**config.mk**
```make
export PLATFORM = sky130hd
export DESIGN_NAME = spi_reg_bridge_flat
export DESIGN_NICKNAME = d
export VERILOG_FILES = /design/src/rtl/spi_reg_bridge_if.sv /design/src/rtl/spi_reg_bridge.sv /design/src/flat_wrapper.sv
export SDC_FILE = /design/constraint.sdc
export NUM_CORES = 1
export LEC_CHECK = 0
export ABC_AREA = 0
export CAP_MARGIN = 30
export CORE_AREA = 5 5 80 82
export DETAILED_ROUTE_END_ITERATION = 8
export DIE_AREA = 0 0 85 87
export GPL_TIMING_DRIVEN = 0
export PLACE_DENSITY = 0.75
export SLEW_MARGIN = 15
export SYNTH_ARGS = -nofsm -noshare
export SYNTH_HDL_FRONTEND = slang
export SYNTH_SLANG_ARGS = --single-unit
export TNS_END_PERCENT = 20
```
**constraint.sdc**
```tcl
create_clock -name clk_in -period 1.9 [get_ports clk_in]
set_input_delay 0.38 -clock clk_in [delete_from_list [all_inputs] [get_ports clk_in]]
set_output_delay 0.38 -clock clk_in [all_outputs]
set_load 0.03 [all_outputs]
```
**src/rtl/spi_reg_bridge_if.sv**
```systemverilog
// Bundles the SPI pins and the register write port of the SPI-to-register bridge.
// The bridge uses the slave modport; whatever drives SPI and watches writes uses master.
interface spi_reg_bridge_if;
    logic        sck_in;
    logic        cs_n_in;
    logic        mosi_in;
    logic [5:0]  addr_out;
    logic [15:0] data_out;
    logic        data_valid_out;
    logic        busy_out;
    logic        frame_err_out;

    modport slave (
        input  sck_in, cs_n_in, mosi_in,
        output addr_out, data_out, data_valid_out, busy_out, frame_err_out
    );

    modport master (
        output sck_in, cs_n_in, mosi_in,
        input  addr_out, data_out, data_valid_out, busy_out, frame_err_out
    );
endinterface

```
**src/rtl/spi_reg_bridge.sv**
```systemverilog
// SPI mode-0 slave that turns 24-bit frames (cmd, addr, data) into single-cycle
// register write strobes, oversampling SCK/CS/MOSI in the clk_in domain.
module spi_reg_bridge #(
    parameter int SYNC_STAGES = 2
) (
    input  logic            clk_in,
    input  logic            reset_n_in,
    spi_reg_bridge_if.slave bus
);

    typedef enum logic [1:0] {IDLE, SHIFT, DONE} state_t;

    state_t                 state;
    logic [SYNC_STAGES-1:0] sck_sync;
    logic [SYNC_STAGES-1:0] cs_sync;
    logic [SYNC_STAGES-1:0] mosi_sync;
    logic [SYNC_STAGES-1:0] valid_sync;
    logic                   sck_s;
    logic                   cs_s;
    logic                   mosi_s;
    logic                   sync_valid;
    logic                   sck_prev;
    logic                   sck_rise;
    logic [23:0]            shift_reg;
    logic [4:0]             bit_count;
    logic                   overflow;
    logic                   armed;
    logic                   pending;
    logic [5:0]             addr_q;
    logic [15:0]            data_q;
    logic                   valid_q;
    logic                   busy_q;
    logic                   err_q;

    assign sck_s      = sck_sync[SYNC_STAGES-1];
    assign cs_s       = cs_sync[SYNC_STAGES-1];
    assign mosi_s     = mosi_sync[SYNC_STAGES-1];
    assign sync_valid = valid_sync[SYNC_STAGES-1];
    assign sck_rise   = sck_s & ~sck_prev & ~cs_s;

    // valid_sync marks when the chains hold real pin levels rather than reset levels.
    always_ff @(posedge clk_in or negedge reset_n_in) begin
        if (!reset_n_in) begin
            sck_sync   <= '0;
            cs_sync    <= '1;
            mosi_sync  <= '0;
            valid_sync <= '0;
        end else begin
            sck_sync   <= {sck_sync[SYNC_STAGES-2:0], bus.sck_in};
            cs_sync    <= {cs_sync[SYNC_STAGES-2:0], bus.cs_n_in};
            mosi_sync  <= {mosi_sync[SYNC_STAGES-2:0], bus.mosi_in};
            valid_sync <= {valid_sync[SYNC_STAGES-2:0], 1'b1};
        end
    end

    // A frame may only start once CS has genuinely been seen high, so a CS
    // held low across reset is ignored until it rises and falls again.
    always_ff @(posedge clk_in or negedge reset_n_in) begin
        if (!reset_n_in) begin
            state     <= IDLE;
            shift_reg <= '0;
            bit_count <= '0;
            overflow  <= 1'b0;
            armed     <= 1'b0;
            pending   <= 1'b0;
            sck_prev  <= 1'b0;
            addr_q    <= '0;
            data_q    <= '0;
            valid_q   <= 1'b0;
            busy_q    <= 1'b0;
            err_q     <= 1'b0;
        end else begin
            sck_prev <= sck_s;
            valid_q  <= 1'b0;
            err_q    <= 1'b0;

            if (pending) begin
                pending <= 1'b0;
                if (shift_reg[23:22] == 2'b00) begin
                    valid_q <= 1'b1;
                    addr_q  <= shift_reg[21:16];
                    data_q  <= shift_reg[15:0];
                end
            end

            case (state)
                IDLE: begin
                    if (armed && !cs_s) begin
                        shift_reg <= '0;
                        bit_count <= '0;
                        overflow  <= 1'b0;
                        armed     <= 1'b0;
                        busy_q    <= 1'b1;
                        state     <= SHIFT;
                    end else if (sync_valid && cs_s) begin
                        armed <= 1'b1;
                    end
                end
                SHIFT: begin
                    if (cs_s) begin
                        busy_q <= 1'b0;
                        err_q  <= (bit_count != 5'd0);
                        state  <= IDLE;
                    end else if (sck_rise) begin
                        shift_reg <= {shift_reg[22:0], mosi_s};
                        bit_count <= bit_count + 5'd1;
                        if (bit_count == 5'd23) begin
                            pending <= 1'b1;
                            state   <= DONE;
                        end
                    end
                end
                DONE: begin
                    if (cs_s) begin
                        busy_q <= 1'b0;
                        err_q  <= overflow;
                        state  <= IDLE;
                    end else if (sck_rise) begin
                        overflow <= 1'b1;
                    end
                end
                default: state <= IDLE;
            endcase
        end
    end

    assign bus.addr_out       = addr_q;
    assign bus.data_out       = data_q;
    assign bus.data_valid_out = valid_q;
    assign bus.busy_out       = busy_q;
    assign bus.frame_err_out  = err_q;

endmodule

```
**src/flat_wrapper.sv**
```systemverilog
// flat-port wrapper written by rule: the top's interface ports become plain ports
module spi_reg_bridge_flat 
#(
    parameter int SYNC_STAGES = 2
)
  (clk_in, reset_n_in, bus_sck_in, bus_cs_n_in, bus_mosi_in, bus_addr_out, bus_data_out, bus_data_valid_out, bus_busy_out, bus_frame_err_out);
  spi_reg_bridge_if bus_i ();
  input  logic clk_in;
  input  logic reset_n_in;
  input wire logic [$bits(bus_i.sck_in)-1:0] bus_sck_in;
  input wire logic [$bits(bus_i.cs_n_in)-1:0] bus_cs_n_in;
  input wire logic [$bits(bus_i.mosi_in)-1:0] bus_mosi_in;
  output wire logic [$bits(bus_i.addr_out)-1:0] bus_addr_out;
  output wire logic [$bits(bus_i.data_out)-1:0] bus_data_out;
  output wire logic [$bits(bus_i.data_valid_out)-1:0] bus_data_valid_out;
  output wire logic [$bits(bus_i.busy_out)-1:0] bus_busy_out;
  output wire logic [$bits(bus_i.frame_err_out)-1:0] bus_frame_err_out;
  assign bus_i.sck_in = bus_sck_in;
  assign bus_i.cs_n_in = bus_cs_n_in;
  assign bus_i.mosi_in = bus_mosi_in;
  assign bus_addr_out = bus_i.addr_out;
  assign bus_data_out = bus_i.data_out;
  assign bus_data_valid_out = bus_i.data_valid_out;
  assign bus_busy_out = bus_i.busy_out;
  assign bus_frame_err_out = bus_i.frame_err_out;
  spi_reg_bridge #(.SYNC_STAGES(SYNC_STAGES)) u_core (.clk_in(clk_in), .reset_n_in(reset_n_in), .bus(bus_i));
endmodule
```
# ---- Word level (Yosys, flattened, before mapping)
# Cells that the tools add are included.
# Widths: inputs -> output; s select.
dict set report op_classes {
  addsub 1
  n_eq_ne 12
  n_mux 32
  n_bitwise 4
  n_reduce_logical 17
}
# operator n
set ops {}
lappend ops {{$mux 24} 3}
lappend ops {{$pmux 24 s2} 1}
lappend ops {{$mux 1} 15}
lappend ops {{$mux 5} 3}
lappend ops {{$reduce_and 4->1} 3}
lappend ops {{$mux 2} 5}
lappend ops {{$ne 2x1->1 const B} 5}
lappend ops {{$pmux 5 s2} 1}
lappend ops {{$reduce_bool 2->1} 4}
lappend ops {{$ne 3x1->1 const B} 2}
lappend ops {{$pmux 1 s2} 3}
lappend ops {{$pmux 2 s3} 1}
lappend ops {{$add 5x1->5 const B} 1}
lappend ops {{$eq 5x5->1 const B} 1}
lappend ops {{$reduce_bool 5->1} 1}
lappend ops {{$logic_not 2->1} 2}
lappend ops {{$ne 2x2->1 const B} 2}
lappend ops {{$reduce_and 2->1} 2}
lappend ops {{$reduce_and 3->1} 1}
lappend ops {{$and 1x1->1} 2}
lappend ops {{$eq 2x1->1 const B} 1}
lappend ops {{$eq 2x2->1 const B} 1}
lappend ops {{$logic_and 1x1->1} 2}
lappend ops {{$not 1->1} 2}
lappend ops {{other kinds (2)} 2}
dict set report word_totals {
  regBits 68
  output_inout_bits 25
  elab_cells 82
}

# ---- Longest topological paths before layout
dict set report logic_depth {
  ltp_word 6
  mapped_depth 9
  depth_no_buf 6
}

# ---- Worst setup path after synthesis
# Ideal clock, no wire load.
dict set report synth_path {
  kind {reg-to-reg}
  from {register u_core.state[0]}
  to {register u_core.bit_count[3]}
  setup_ns 0.077
  arrival_time_ns 1.710
  required_ns 1.823
  setup_slack_ns 0.113
  path_stages_with_launch 9
  path_buffers 2
  cell_sequence {dfrtp_1 > inv_1 > ha_1 > buf_4 > nand2b_1 > a221o_1 > buf_6 > or3_1 > a21oi_1}
}
dict set report synth_between {
  elab_chain_len 3
  word_cells_on_any_way 8
  cone_classes {4 x eq/ne; 1 x mux; 3 x reduce/logical}
}
# element line
set synth_lines {}
lappend synth_lines {{start: declaration} spi_reg_bridge.sv:13} ;# state_t state;
lappend synth_lines {{start signal: assignment} spi_reg_bridge.sv:60} ;# state <= IDLE;
lappend synth_lines {{start signal: assignment} spi_reg_bridge.sv:94} ;# state <= SHIFT;
lappend synth_lines {{start signal: assignment} spi_reg_bridge.sv:103} ;# state <= IDLE;
lappend synth_lines {{$eq 2x1->1 / $logic_not 2->1 (equally long branches)} spi_reg_bridge.sv:86} ;# case (state)
lappend synth_lines {{$ne 2x2->1 (no line) (tied with other cells)} n/a}
lappend synth_lines {{$reduce_and 4->1 (no line)} n/a}
lappend synth_lines {{end signal: assignment} spi_reg_bridge.sv:106} ;# bit_count <= bit_count + 5'd1;
lappend synth_lines {{end: declaration} spi_reg_bridge.sv:25} ;# logic [4:0] bit_count;
# Parallel ways exist; a longest one is shown, timed or not.
# A chain may end at the register's enable or synchronous reset.

# ---- Worst setup path after layout
dict set report layout_path {
  from {register u_core.state[0]}
  to {register u_core.bit_count[4]}
}
# The elaborated chain is that of the path after synthesis.

==> run summary <==
The number of antenna-violating nets in the routed design came out at 0. The count of antenna diodes in the layout is 0. Across all layers, the routed design uses 1793 vias. The register with the most flip-flops in the layout has 24 of them. The number of fill cells in the layout is 474. The post-detailed-routing wire length came out at between 4000 and 5000 um.

Traced cell by cell, the critical path runs through inv_2, ha_4, buf_6, nand2b_4, a221o_1, buf_6, buf_4, o21ai_0, a21oi_1. For this run, the number of Yosys warnings is 0. The number of antenna violations at the first check in global routing was 0. Signal routing reaches up to met4.

The count of non-filler cells in the finished layout is approximately 370. After routing, the total negative slack on setup checks comes to 0 ns. 30 I/O pins were placed. CTS saw 68 sinks.

For this design the ratio of total power to cell area is around 1100 nW/um2. The worst setup path is launched from a flip-flop. The critical path in this run is classified as flip-flop to flip-flop. The full die area came out at about 7400 um2. Yosys instantiated no cell more often than dfrtp_1.

On the final layout, the worst clock skew is 0.0110 ns. For this run, the leading register cell type out of synthesis is dfrtp_1. After clock tree synthesis, the clock-pin slew on the worst setup and hold paths is 0.07 ns. At the worst endpoint, the required time is 2.13 ns.

The initial utilization of the core area, before any placement, comes to 47.6%. The first-pass GRT wire length is about 8200 um. The cell area after technology mapping came out at approximately 2700 um2. The most common cell type on the critical path is buf_6. The area growth from synthesis to final layout came out at 26.9%. The worst path meets setup with 0.0336 ns of slack. The number of hold violations in the final report came out at 0. The total global routing track utilization is about 14%.

The cell area after layout came out at about 3400 um2. The total global routing overflow came out at 0. Max-cap violations in this run came to 0. By count the netlist is led by 66 x dfrtp_1, 55 x nand2_1, 30 x o21ai_0. The number of distinct library cell variants in the gate-level netlist after synthesis is 30. The clock latency on the worst-skew pair is 0.35 ns. The worst setup path is captured at a flip-flop. The core region is 5680 um2. Setup repair after global routing could not meet its margin everywhere. In the synthesized netlist the async set-or-reset flop fraction comes to 100%. After detailed placement, the total cell area comes to 3110 um2. The length of routed wiring on met1 is ~2200 um.

Setup violations remaining at the end of the flow were counted as 0. Ranked by total cell area, the synthesized netlist is headed by dfrtp_1 61%, mux2_2 9.6%, nand2_1 7.6%. For this run, the top clock speed supported by timing is 536 MHz. The flow ran to the end, and the final reports show no timing, DRC or antenna violations. Entering global routing, the biggest net connects 56 pins. The detailed router finished its first iteration with 75 violations. In this run, synthesis inferred 0 flip-flops with an integrated enable.

After detailed routing, the average wire length per cell comes to 13.0 um. In this run the deepest clock path goes through 2 buffers. The post-layout total power came out at 3.75 mW. The congestion estimate from routability-driven global placement came to 0.751. The depth of the worst register-to-register path is 9. The synthesized instance count came out at between 200 and 250. The clock tree from TritonCTS is done. The die outline height is 87 um. The met2 wire length came out at about 2300 um. The number of design rule violations left after detail routing is 0.

CTS built an H-tree with a depth of 3. The number of global-route vias before repair is about 1800. The clock tree root driver cell is clkbuf_8. The number of nets produced by synthesis is 247. Wire segments on met3 add up to 188 um in the final route.

The maximum fanout along the worst path came out at 7. The number of placement rows came out at 28. The type of the most critical hold path is flip-flop to flip-flop. The post-place setup slack came out at -0.100 ns. The number of buffer cells added on primary ports is 29.

The number of slew-limit violations in the final report is 0. In this run the horizontal extent of the chip is between 80 and 90 um. The largest single stage delay on the critical path is 0.43 ns.

The synthesized design spends more area on one cell type than any other, namely dfrtp_1. The mean number of vias per cell is 4.91. The slowest cell on the critical path is dfrtp_1.

The final worst-path cycle share is 98.2%. Counting flops and latches in the post-synthesis netlist gives 68. The minimum period implied by the final worst setup slack came out at approximately 1.9 ns. The final layout net count is 297.

The layout cell share with drive strength beyond 1 is approximately 23%. The placed wire-length estimate is between 3000 and 4000 um. The area share of the leading cell type in the synthesized netlist is about three fifths. The worst hold path was traced through 0 stages. In this run, CTS created clock tree buffers numbering 9. The placed cell count is between 300 and 400. The share of the Yosys chip area taken by registers is approximately 63%. Data arrives at the worst endpoint at 2.09 ns. The detailed-router iteration count before antenna repair came out at 4. The worst voltage drop across the vdd grid came out at 0.701 mV.

Summed over all cells, the static leakage comes to around 1.6 nW. The average instance area after synthesis is 11.5 um2.
final cells by class:
cell class | count | area (um2) | share of cell area [%]
Buffer | 12 | 70.1 | 2.04
Clock buffer | 11 | 151 | 4.42
Clock inverter | 5 | 58.8 | 1.72
Inverter | 8 | 30.0 | 0.876
Multi-Input combinational cell | 147 | 935 | 27.3
Sequential cell | 68 | 1700 | 49.7
Tap cell | 75 | 93.8 | 2.74
Timing Repair Buffer | 39 | 385 | 11.2
layout by cell type (no fill, tap or decap), types with 3 or more instances in the layout:
cell type        instances
nand2_1                 55
clkbuf_1                 4
clkdlybuf4s50_1         28
inv_1                    6
buf_4                    9
or3_1                    3
clkbuf_8                11
a21oi_1                  8
dfrtp_1                 66
o21ai_0                 28
mux2_2                  23
buf_2                    4
ha_1                     5
worst paths after layout:
path                       slack, ns                                  to                     startpoint
min                             0.35       u_core.mosi_sync[1]$_DFF_PN0_  u_core.mosi_sync[0]$_DFF_PN0_
max in group asynchronous       0.90         u_core.cs_sync[0]$_DFF_PN1_                     reset_n_in
max reg2reg                     0.03     u_core.bit_count[4]$_DFFE_PN0P_    u_core.state[0]$_DFFE_PN0P_
max                             0.03     u_core.bit_count[4]$_DFFE_PN0P_    u_core.state[0]$_DFFE_PN0P_
min in group asynchronous       0.43  u_core.bus.addr_out[1]$_DFFE_PN0P_                     reset_n_in
min reg2reg                     0.35       u_core.mosi_sync[1]$_DFF_PN0_  u_core.mosi_sync[0]$_DFF_PN0_
layer usage:
| layer | vias up | track usage (%) |
|---|---|---|
| li1 | 889 | - |
| met1 | 868 | 17.3 |
| met2 | 26 | 23.2 |
| met3 | 10 | 5.39 |
| met4 | 0 | 5.18 |
| met5 | - | 0 |
kinds of logic after synthesis:
logic type	count (synthesis)	synth area share (%)
and+or+nand+nor	71	11.6
DFF	68	63.1
AOI/OAI and AO/OA	44	8.66
muxes	24	9.96
buffers and inverters	20	3.29
adders and majority gates	7	3.24
other	1	0.139
timing repair:
action | 4_1_cts | 5_1_grt
setup buffers | 4 | 4
cloned | 0 | 0
pin swaps | 3 | 2
gates resized for setup | 6 | 12
setup endpoints to repair | 29 | 30
hold endpoints to repair | 13 | 0
hold buffers | 1 | 0
power breakdown:
part           total [mW]  internal, mW  leakage, nW  switching (mW)
sequential           1.65          1.56        0.916          0.0895
clock                1.24         0.679        0.102           0.557
combinational       0.863         0.378        0.544           0.485
total                3.75          2.62         1.56            1.13
per-stage QoR:
step | hold WS (ns) | util, %
2_1_floorplan | 0.0844 | -
3_3_place_gp | 0.332 | 54.4
3_5_place_dp | 0.251 | 54.8
4_1_cts | 0.355 | 59.4
5_1_grt | 0.360 | 60.4
6_report | 0.352 | 60.4
critical path: cells and delay by family (launching register included):
kind / cells / cell delay, ns
AO/OA/AOI/OAI: 3 / 0.64
buffers and inverters: 4 / 0.51
flip-flops: 1 / 0.43
adder cells (fa/ha/maj): 1 / 0.13
AND/OR/NAND/NOR: 1 / 0.05
Note: power is estimated with default switching activity, not from simulation.
